## src/rtl/chip_test_pkg.sv

```systemverilog
// Shared types and defaults for the chip tester controller.
// State encoding, error codes and the default slot count live here.
`default_nettype none

package chip_test_pkg;

  localparam int NUM_CHIPS_DEF = 8;
  localparam int CNT_W         = 16;
  localparam int SEL_W         = 3;

  typedef enum logic [2:0] {
    ST_IDLE      = 3'd0,
    ST_LAUNCH    = 3'd1,
    ST_WAIT_DONE = 3'd2,
    ST_ACK       = 3'd3,
    ST_REPORT    = 3'd4
  } state_e;

  typedef enum logic [1:0] {
    ERR_NONE    = 2'b00,
    ERR_TIMEOUT = 2'b01,
    ERR_SLOT    = 2'b10
  } err_e;

endpackage

`default_nettype wire

```

## src/rtl/chip_test_ctrl_if.sv

```systemverilog
// Front-panel and tester-slot signal bundle for chip_test_ctrl.
// The master modport is the controller side; slave is the panel/tester side.
`default_nettype none

interface chip_test_ctrl_if
  import chip_test_pkg::*;
#(
  parameter int NUM_CHIPS = NUM_CHIPS_DEF
);

  logic                 Start;
  logic [SEL_W-1:0]     ChipSel;
  logic [NUM_CHIPS-1:0] Tester_Done;
  logic [NUM_CHIPS-1:0] Tester_RSLT;
  logic [NUM_CHIPS-1:0] Tester_Run;
  logic [NUM_CHIPS-1:0] Tester_Disp;
  logic                 Busy;
  logic                 Result_Valid;
  logic                 Pass;
  logic [1:0]           Err;

  modport master (
    input  Start,
    input  ChipSel,
    input  Tester_Done,
    input  Tester_RSLT,
    output Tester_Run,
    output Tester_Disp,
    output Busy,
    output Result_Valid,
    output Pass,
    output Err
  );

  modport slave (
    output Start,
    output ChipSel,
    output Tester_Done,
    output Tester_RSLT,
    input  Tester_Run,
    input  Tester_Disp,
    input  Busy,
    input  Result_Valid,
    input  Pass,
    input  Err
  );

endinterface

`default_nettype wire

```

## src/rtl/chip_timeout_ctr.sv

```systemverilog
// Cycle counter bounding time spent waiting on a tester.
// expire flags the last permitted cycle (count == TIMEOUT-1) while enabled.
`default_nettype none

module chip_timeout_ctr
  import chip_test_pkg::*;
#(
  parameter int TIMEOUT = 1024
) (
  input  logic Clk,
  input  logic Reset_n,
  input  logic clear,
  input  logic enable,
  output logic expire
);

  localparam logic [CNT_W-1:0] LAST = CNT_W'(TIMEOUT - 1);

  logic [CNT_W-1:0] count_q;
  logic [CNT_W-1:0] count_d;

  // clear wins so a state change that also re-enables starts from zero
  always_comb begin
    count_d = count_q;
    if (clear) begin
      count_d = '0;
    end else if (enable) begin
      count_d = count_q + 1'b1;
    end
  end

  always_ff @(posedge Clk or negedge Reset_n) begin
    if (!Reset_n) begin
      count_q <= '0;
    end else begin
      count_q <= count_d;
    end
  end

  assign expire = enable && (count_q == LAST);

endmodule

`default_nettype wire

```

## src/rtl/chip_test_ctrl.sv

```systemverilog
// Front-panel controller: launches one tester slot, waits for its verdict,
// acknowledges it and reports pass/fail with an error code.
`default_nettype none

module chip_test_ctrl
  import chip_test_pkg::*;
#(
  parameter int                   NUM_CHIPS    = NUM_CHIPS_DEF,
  parameter logic [NUM_CHIPS-1:0] CHIP_PRESENT = NUM_CHIPS'(1),
  parameter int                   TIMEOUT      = 1024
) (
  input  logic             Clk,
  input  logic             Reset_n,
  chip_test_ctrl_if.master bus
);

  // Slots beyond NUM_CHIPS read as absent so any ChipSel value is safe.
  localparam logic [(1<<SEL_W)-1:0] PRESENT_EXT = (1<<SEL_W)'(CHIP_PRESENT);

  state_e           state_q, state_d;
  logic [SEL_W-1:0] sel_q, sel_d;
  logic             pass_q, pass_d;
  err_e             err_q, err_d;
  logic             start_prev_q, start_prev_d;

  logic                 start_edge;
  logic                 slot_ok;
  logic                 done_sel;
  logic                 rslt_sel;
  logic                 ctr_clear;
  logic                 ctr_enable;
  logic                 ctr_expire;
  logic [NUM_CHIPS-1:0] sel_oh;

  assign start_edge = bus.Start && !start_prev_q;
  assign slot_ok    = PRESENT_EXT[bus.ChipSel];
  assign done_sel   = bus.Tester_Done[sel_q];
  assign rslt_sel   = bus.Tester_RSLT[sel_q];
  assign sel_oh     = NUM_CHIPS'(1) << sel_q;
  assign ctr_enable = (state_q == ST_WAIT_DONE) || (state_q == ST_ACK);

  chip_timeout_ctr #(
    .TIMEOUT (TIMEOUT)
  ) u_timeout (
    .Clk     (Clk),
    .Reset_n (Reset_n),
    .clear   (ctr_clear),
    .enable  (ctr_enable),
    .expire  (ctr_expire)
  );

  always_comb begin
    state_d      = state_q;
    sel_d        = sel_q;
    pass_d       = pass_q;
    err_d        = err_q;
    start_prev_d = bus.Start;
    ctr_clear    = 1'b0;

    case (state_q)
      ST_IDLE, ST_REPORT: begin
        if (start_edge) begin
          sel_d  = bus.ChipSel;
          pass_d = 1'b0;
          if (slot_ok) begin
            err_d   = ERR_NONE;
            state_d = ST_LAUNCH;
          end else begin
            err_d   = ERR_SLOT;
            state_d = ST_REPORT;
          end
        end
      end

      ST_LAUNCH: begin
        ctr_clear = 1'b1;
        state_d   = ST_WAIT_DONE;
      end

      // Done is checked before expire so a verdict on the last cycle counts.
      ST_WAIT_DONE: begin
        if (done_sel) begin
          pass_d    = rslt_sel;
          ctr_clear = 1'b1;
          state_d   = ST_ACK;
        end else if (ctr_expire) begin
          pass_d  = 1'b0;
          err_d   = ERR_TIMEOUT;
          state_d = ST_REPORT;
        end
      end

      ST_ACK: begin
        if (!done_sel) begin
          state_d = ST_REPORT;
        end else if (ctr_expire) begin
          pass_d  = 1'b0;
          err_d   = ERR_TIMEOUT;
          state_d = ST_REPORT;
        end
      end

      default: begin
        state_d = ST_IDLE;
      end
    endcase
  end

  // start_prev resets high so a button held through reset cannot fire.
  always_ff @(posedge Clk or negedge Reset_n) begin
    if (!Reset_n) begin
      state_q      <= ST_IDLE;
      sel_q        <= '0;
      pass_q       <= 1'b0;
      err_q        <= ERR_NONE;
      start_prev_q <= 1'b1;
    end else begin
      state_q      <= state_d;
      sel_q        <= sel_d;
      pass_q       <= pass_d;
      err_q        <= err_d;
      start_prev_q <= start_prev_d;
    end
  end

  assign bus.Tester_Run   = (state_q == ST_LAUNCH) ? sel_oh : '0;
  assign bus.Tester_Disp  = (state_q == ST_ACK)    ? sel_oh : '0;
  assign bus.Busy         = (state_q == ST_LAUNCH) || (state_q == ST_WAIT_DONE) ||
                            (state_q == ST_ACK);
  assign bus.Result_Valid = (state_q == ST_REPORT);
  assign bus.Pass         = pass_q;
  assign bus.Err          = err_q;

endmodule

`default_nettype wire

```

## src/flat_wrapper.sv

```systemverilog
// flat-port wrapper written by rule: the top's interface ports become plain ports
module chip_test_ctrl_flat import chip_test_pkg::*;
#(
  parameter int                   NUM_CHIPS    = NUM_CHIPS_DEF,
  parameter logic [NUM_CHIPS-1:0] CHIP_PRESENT = NUM_CHIPS'(1),
  parameter int                   TIMEOUT      = 1024
)
  (Clk, Reset_n, bus_Start, bus_ChipSel, bus_Tester_Done, bus_Tester_RSLT, bus_Tester_Run, bus_Tester_Disp, bus_Busy, bus_Result_Valid, bus_Pass, bus_Err);
  chip_test_ctrl_if #(.NUM_CHIPS(NUM_CHIPS)) bus_i ();
  input  logic Clk;
  input  logic Reset_n;
  input wire logic [$bits(bus_i.Start)-1:0] bus_Start;
  input wire logic [$bits(bus_i.ChipSel)-1:0] bus_ChipSel;
  input wire logic [$bits(bus_i.Tester_Done)-1:0] bus_Tester_Done;
  input wire logic [$bits(bus_i.Tester_RSLT)-1:0] bus_Tester_RSLT;
  output wire logic [$bits(bus_i.Tester_Run)-1:0] bus_Tester_Run;
  output wire logic [$bits(bus_i.Tester_Disp)-1:0] bus_Tester_Disp;
  output wire logic [$bits(bus_i.Busy)-1:0] bus_Busy;
  output wire logic [$bits(bus_i.Result_Valid)-1:0] bus_Result_Valid;
  output wire logic [$bits(bus_i.Pass)-1:0] bus_Pass;
  output wire logic [$bits(bus_i.Err)-1:0] bus_Err;
  assign bus_i.Start = bus_Start;
  assign bus_i.ChipSel = bus_ChipSel;
  assign bus_i.Tester_Done = bus_Tester_Done;
  assign bus_i.Tester_RSLT = bus_Tester_RSLT;
  assign bus_Tester_Run = bus_i.Tester_Run;
  assign bus_Tester_Disp = bus_i.Tester_Disp;
  assign bus_Busy = bus_i.Busy;
  assign bus_Result_Valid = bus_i.Result_Valid;
  assign bus_Pass = bus_i.Pass;
  assign bus_Err = bus_i.Err;
  chip_test_ctrl #(.NUM_CHIPS(NUM_CHIPS), .CHIP_PRESENT(CHIP_PRESENT), .TIMEOUT(TIMEOUT)) u_core (.Clk(Clk), .Reset_n(Reset_n), .bus(bus_i));
endmodule
```

## config.mk

```make
export PLATFORM = sky130hd
export DESIGN_NAME = chip_test_ctrl_flat
export DESIGN_NICKNAME = d
export VERILOG_FILES = /design/src/rtl/chip_test_pkg.sv /design/src/rtl/chip_test_ctrl_if.sv /design/src/rtl/chip_timeout_ctr.sv /design/src/rtl/chip_test_ctrl.sv /design/src/flat_wrapper.sv
export SDC_FILE = /design/constraint.sdc
export NUM_CORES = 1
export LEC_CHECK = 0
export CAP_MARGIN = 30
export CORE_MARGIN = 1
export CORE_UTILIZATION = 48
export CTS_CLUSTER_DIAMETER = 80
export DETAILED_ROUTE_END_ITERATION = 10
export GPL_ROUTABILITY_DRIVEN = 0
export GPL_TIMING_DRIVEN = 0
export PLACE_DENSITY = 0.79
export SETUP_SLACK_MARGIN = 0.5
export SYNTH_ARGS = -nofsm -noshare
export SYNTH_HDL_FRONTEND = slang
export SYNTH_SLANG_ARGS = --single-unit
```

## constraint.sdc

```tcl
create_clock -name Clk -period 1.9 [get_ports Clk]
set_input_delay 0.38 -clock Clk [delete_from_list [all_inputs] [get_ports Clk]]
set_output_delay 0.38 -clock Clk [all_outputs]
set_load 0.1 [all_outputs]
```

==> results.ini, run 1 <==
[outcome]
status=stopped before the end
lastStage=5_1_grt
tool.error=[ERROR DPL-0038] Utilization greater than 100%, impossible to legalize

[placed_design]
place_inst=253
placed_area_um2=2400
dp_worst_setup_slack_ns=-0.894
detailed_place_hpwl_um=3150
port_buffers=42

[floorplan]
die_h_um=60.6
die_w_um=60.6
rows=20
start_util=0.522
io-pin-count=43

[synthesis]
synthTopCellsByArea=dfrtp_1 (38%), nor2_4 (6.8%), nor2_1 (5.7%)
synth_cells=166
synth_common_cells=dfrtp_1 (25), nor2_1 (25), nand2_1 (11), nor2_4 (10)
yosysWarnings=0
yosysTopAreaCell=dfrtp_1
syn_avg_cell_area_um2=9.92
synth_edf_count=0
seq_area_frac_synth=0.396
ys_ff_latch=26
ys_types=49
synth_flop_cell=dfrtp_1
synth_top_area_share=0.380
synthArstFlopShare=1.00
syn_nets=189
netlist_area_um2=1650

[grt]
grt_max_degree=19

[sta]
worstEndpointGrtRepair=bus_Tester_Run[2]
worst-ep-kind=primary output

[clock_tree]
cts_buffers=3
htreeDepth=1
ctsLongestPathBuffers=2
cts_sinks=26
cts_hold_buf=0
cts_root_buffer=clkbuf_4

==> cells by family after synthesis <==
| family | after synthesis | share of synthesized area |
|---|---|---|
| muxes | 10 | 0.0859 |
| AOI/OAI and AO/OA | 19 | 0.0942 |
| and+or+nand+nor | 86 | 0.304 |
| xor gates and xnor gates | 14 | 0.0745 |
| adders and majority gates | 1 | 0.00760 |
| DFF | 26 | 0.396 |
| buffers and inverters | 10 | 0.0380 |
==> per-stage QoR <==
stage / TNS, ns / hold WS, ns
floorplan: -1.06 / 0.0844
global placement: -14.50 / 0.483
detailed placement: -15.42 / 0.492
CTS: -1.82 / 0.390
==> what timing repair did <==
item,4_1_cts
setup buffers,18
cloned,1
pin swaps,19
endpoints found under the hold margin,0
endpoints found under the setup margin,46
resized for setup,221
==> run 2, diff against run 1 <==
Settings changed: CORE_UTILIZATION 48 to 35, CTS_CLUSTER_DIAMETER 80 to not set, PLACE_DENSITY 0.79 to not set, PLACE_DENSITY_LB_ADDON set to 0.15, SETUP_SLACK_MARGIN 0.5 to not set.
==> run 2 against run 1 <==
  * The flow now finishes, with violations (design-rule violations, negative setup slack)
  * Synthesized cell count stayed put
  * Area after synthesis unchanged
==> results.ini, run 2 <==
[synthesis]
ys_types=49
synthTopCellsByArea=dfrtp_1 (38%), nor2_4 (6.8%), nor2_1 (5.7%)
yosysTopAreaCell=dfrtp_1
synth_cells=166
netlist_area_um2=1650
synthArstFlopShare=1.00
synth_top_area_share=0.380
synth_edf_count=0
yosysWarnings=0
seq_area_frac_synth=0.396
synth_common_cells=dfrtp_1 (25), nor2_1 (25), nand2_1 (11), nor2_4 (10)
ys_ff_latch=26
syn_avg_cell_area_um2=9.92
syn_nets=189
synth_flop_cell=dfrtp_1

[route]
drc=18
firstDrtPassIters=7
drt_wl_total_um=4120
via_count=1458
final_antenna_net_count=0
wire_per_inst_um=14.8
vias_per_cell=5.23
drtIter0Drc=49

[clock_tree]
cts_tree=built
cts_sinks=26
clkLatencyLatePin_ns=0.27
cts_hold_buf=0
htreeDepth=1
ctsLongestPathBuffers=2
cts_buffers=3
cts_root_buffer=clkbuf_8
clk_pin_slew_ns=0.09

[hold_path]
hp-class=in2async

[placed_design]
detailed_place_hpwl_um=2920
placed_area_um2=2350
port_buffers=42
place_inst=261

[power]
ir_drop_mv=0.357
leakagePower_nw=1.09
power_w=0.00160
powerDensity_nw_per_um2=576

[critical_path]
r2r_cells=7
r2r-end=u_core.u_timeout.count_q[4]
crit_fanout=5
worstReg2RegStart=u_core.sel_q[1]
crit_buf_inv=1
cp.required_ns=1.52
end_kind=primary output
cp_slowest_stage_delay_ns=0.45
critPathSlowestCell=dfrtp_2
arrival_ns=1.64
cp-start-kind=flop
rrSetupSlack_ns=0.04
path_class=reg2out
crit_family=simple AND/OR/NAND/NOR gates
path_cells=nand2b_4 -> or3_4 -> nor3_4 -> buf_12

[finish]
reg.largest.list=u_core.u_timeout.count_q x16, u_core.sel_q x3, u_core.state_q x3
fill_cells=370
drive_gt1_frac=0.449
n_antenna_cell=0
syn2layout_area_growth_pct=68.2
utilization=0.623
final_cell_mix=nor2_4 (23), dfrtp_1 (22), clkdlybuf4s50_1 (21)
fin_area_um2=2770
final_cells=279
largest-register=u_core.u_timeout.count_q
nNetsFinal=251
final_common_cell=nor2_4
largest_register_ffs=16

[sta]
post-route-period-util=1.06
fin_crit_ns=2.02
max_slew_margin=0.369
holdWs_ns=0.435
tightestPinTransition_ns=0.951
rsz0062_at_grt=yes
clock_skew_ns=0.00400
max_freq_mhz=496
hold_viol=0
setup_violations=13
maxSlewViolCount=0
fin_ws_ns=-0.118

[grt]
grt_pass1_vias=1435
grt_max_degree=19
grt-ovfl-total=0
antenna_found_initial=0
grt_usage=0.164
grt_pass1_wl_um=6560

[floorplan]
die_area_um2=4980
start_util=0.370
io-pin-count=43
die_h_um=70.6
die_w_um=70.6
core_um2=4440
rows=24

[run]
drv_cap=0

[outcome]
violations=design-rule violations, negative setup slack
status=finished with violations

-- run 2: cell counts after synthesis --
Identical to the previous run, type by type.
-- run 2: how the worst max path moves through the flow --
| stage | startpoint | end | slack [ns] | depth (start not counted) |
|---|---|---|---|---|
| 6_report | u_core.state_q[2] | bus_Tester_Disp[0] | -0.12 | 4 |
| 4_1_cts | u_core.state_q[2] | bus_Tester_Disp[0] | -0.13 | 4 |
| 3_5_place_dp | u_core.state_q[0] | bus_Tester_Run[2] | -0.90 | 5 |
| 3_3_place_gp | u_core.state_q[0] | bus_Tester_Run[2] | -0.87 | 5 |
| 2_1_floorplan | u_core.state_q[2] | bus_Tester_Disp[0] | -0.30 | 3 |
| 5_1_grt | u_core.state_q[2] | bus_Tester_Disp[0] | -0.19 | 4 |
-- run 2: what timing repair did --
action                                  CTS  global route
gates resized for setup                 163            14
setup buffers                             6             8
pin swaps                                12             9
endpoints found under the setup margin   42            31
endpoints found under the hold margin     0             0
cloned                                    0             1
-- run 2: cell families after synthesis --
kind of cell             count (synthesis)  synth area share
adder cells (fa/ha/maj)                  1           0.00760
buffers and inverters                   10            0.0380
multiplexers                            10            0.0859
AO/OA/AOI/OAI                           19            0.0942
AND/OR/NAND/NOR                         86             0.304
flip-flops                              26             0.396
XOR/XNOR                                14            0.0745
-- run 2: final cells by class --
class	instances	area [um2]	share of cell area
multi-input combinational	130	1170	0.422
timing repair buffer	58	742	0.268
sequential	26	656	0.237
tap	52	65.1	0.0235
buffer	4	58.8	0.0212
clock buffer	4	55.1	0.0199
inverter	5	23.8	0.00859
-- run 2: routing by layer --
layer,routed length [um],GRT usage
met2,2260,0.320
met4,19,0.0400
met3,202,0.0228
met5,0,0
met1,1630,0.187
-- run 2: where the power goes --
part           internal (W)  total [W]  switching (W)  leakage [nW]
sequential         0.000615   0.000678      0.0000632         0.341
combinational      0.000264   0.000565       0.000301         0.724
clock              0.000185   0.000352       0.000167        0.0288
total               0.00106    0.00160       0.000531          1.09
-- run 2: through the flow --
step,setup slack (ns),TNS (ns)
after floorplan,-0.301,-1.04
after global placement,-0.870,-16.38
after detailed placement,-0.900,-17.39
after CTS,-0.131,-0.635
after global routing,-0.193,-2.01
final,-0.118,-0.846
No activity file was read; power rests on OpenSTA's default activity.
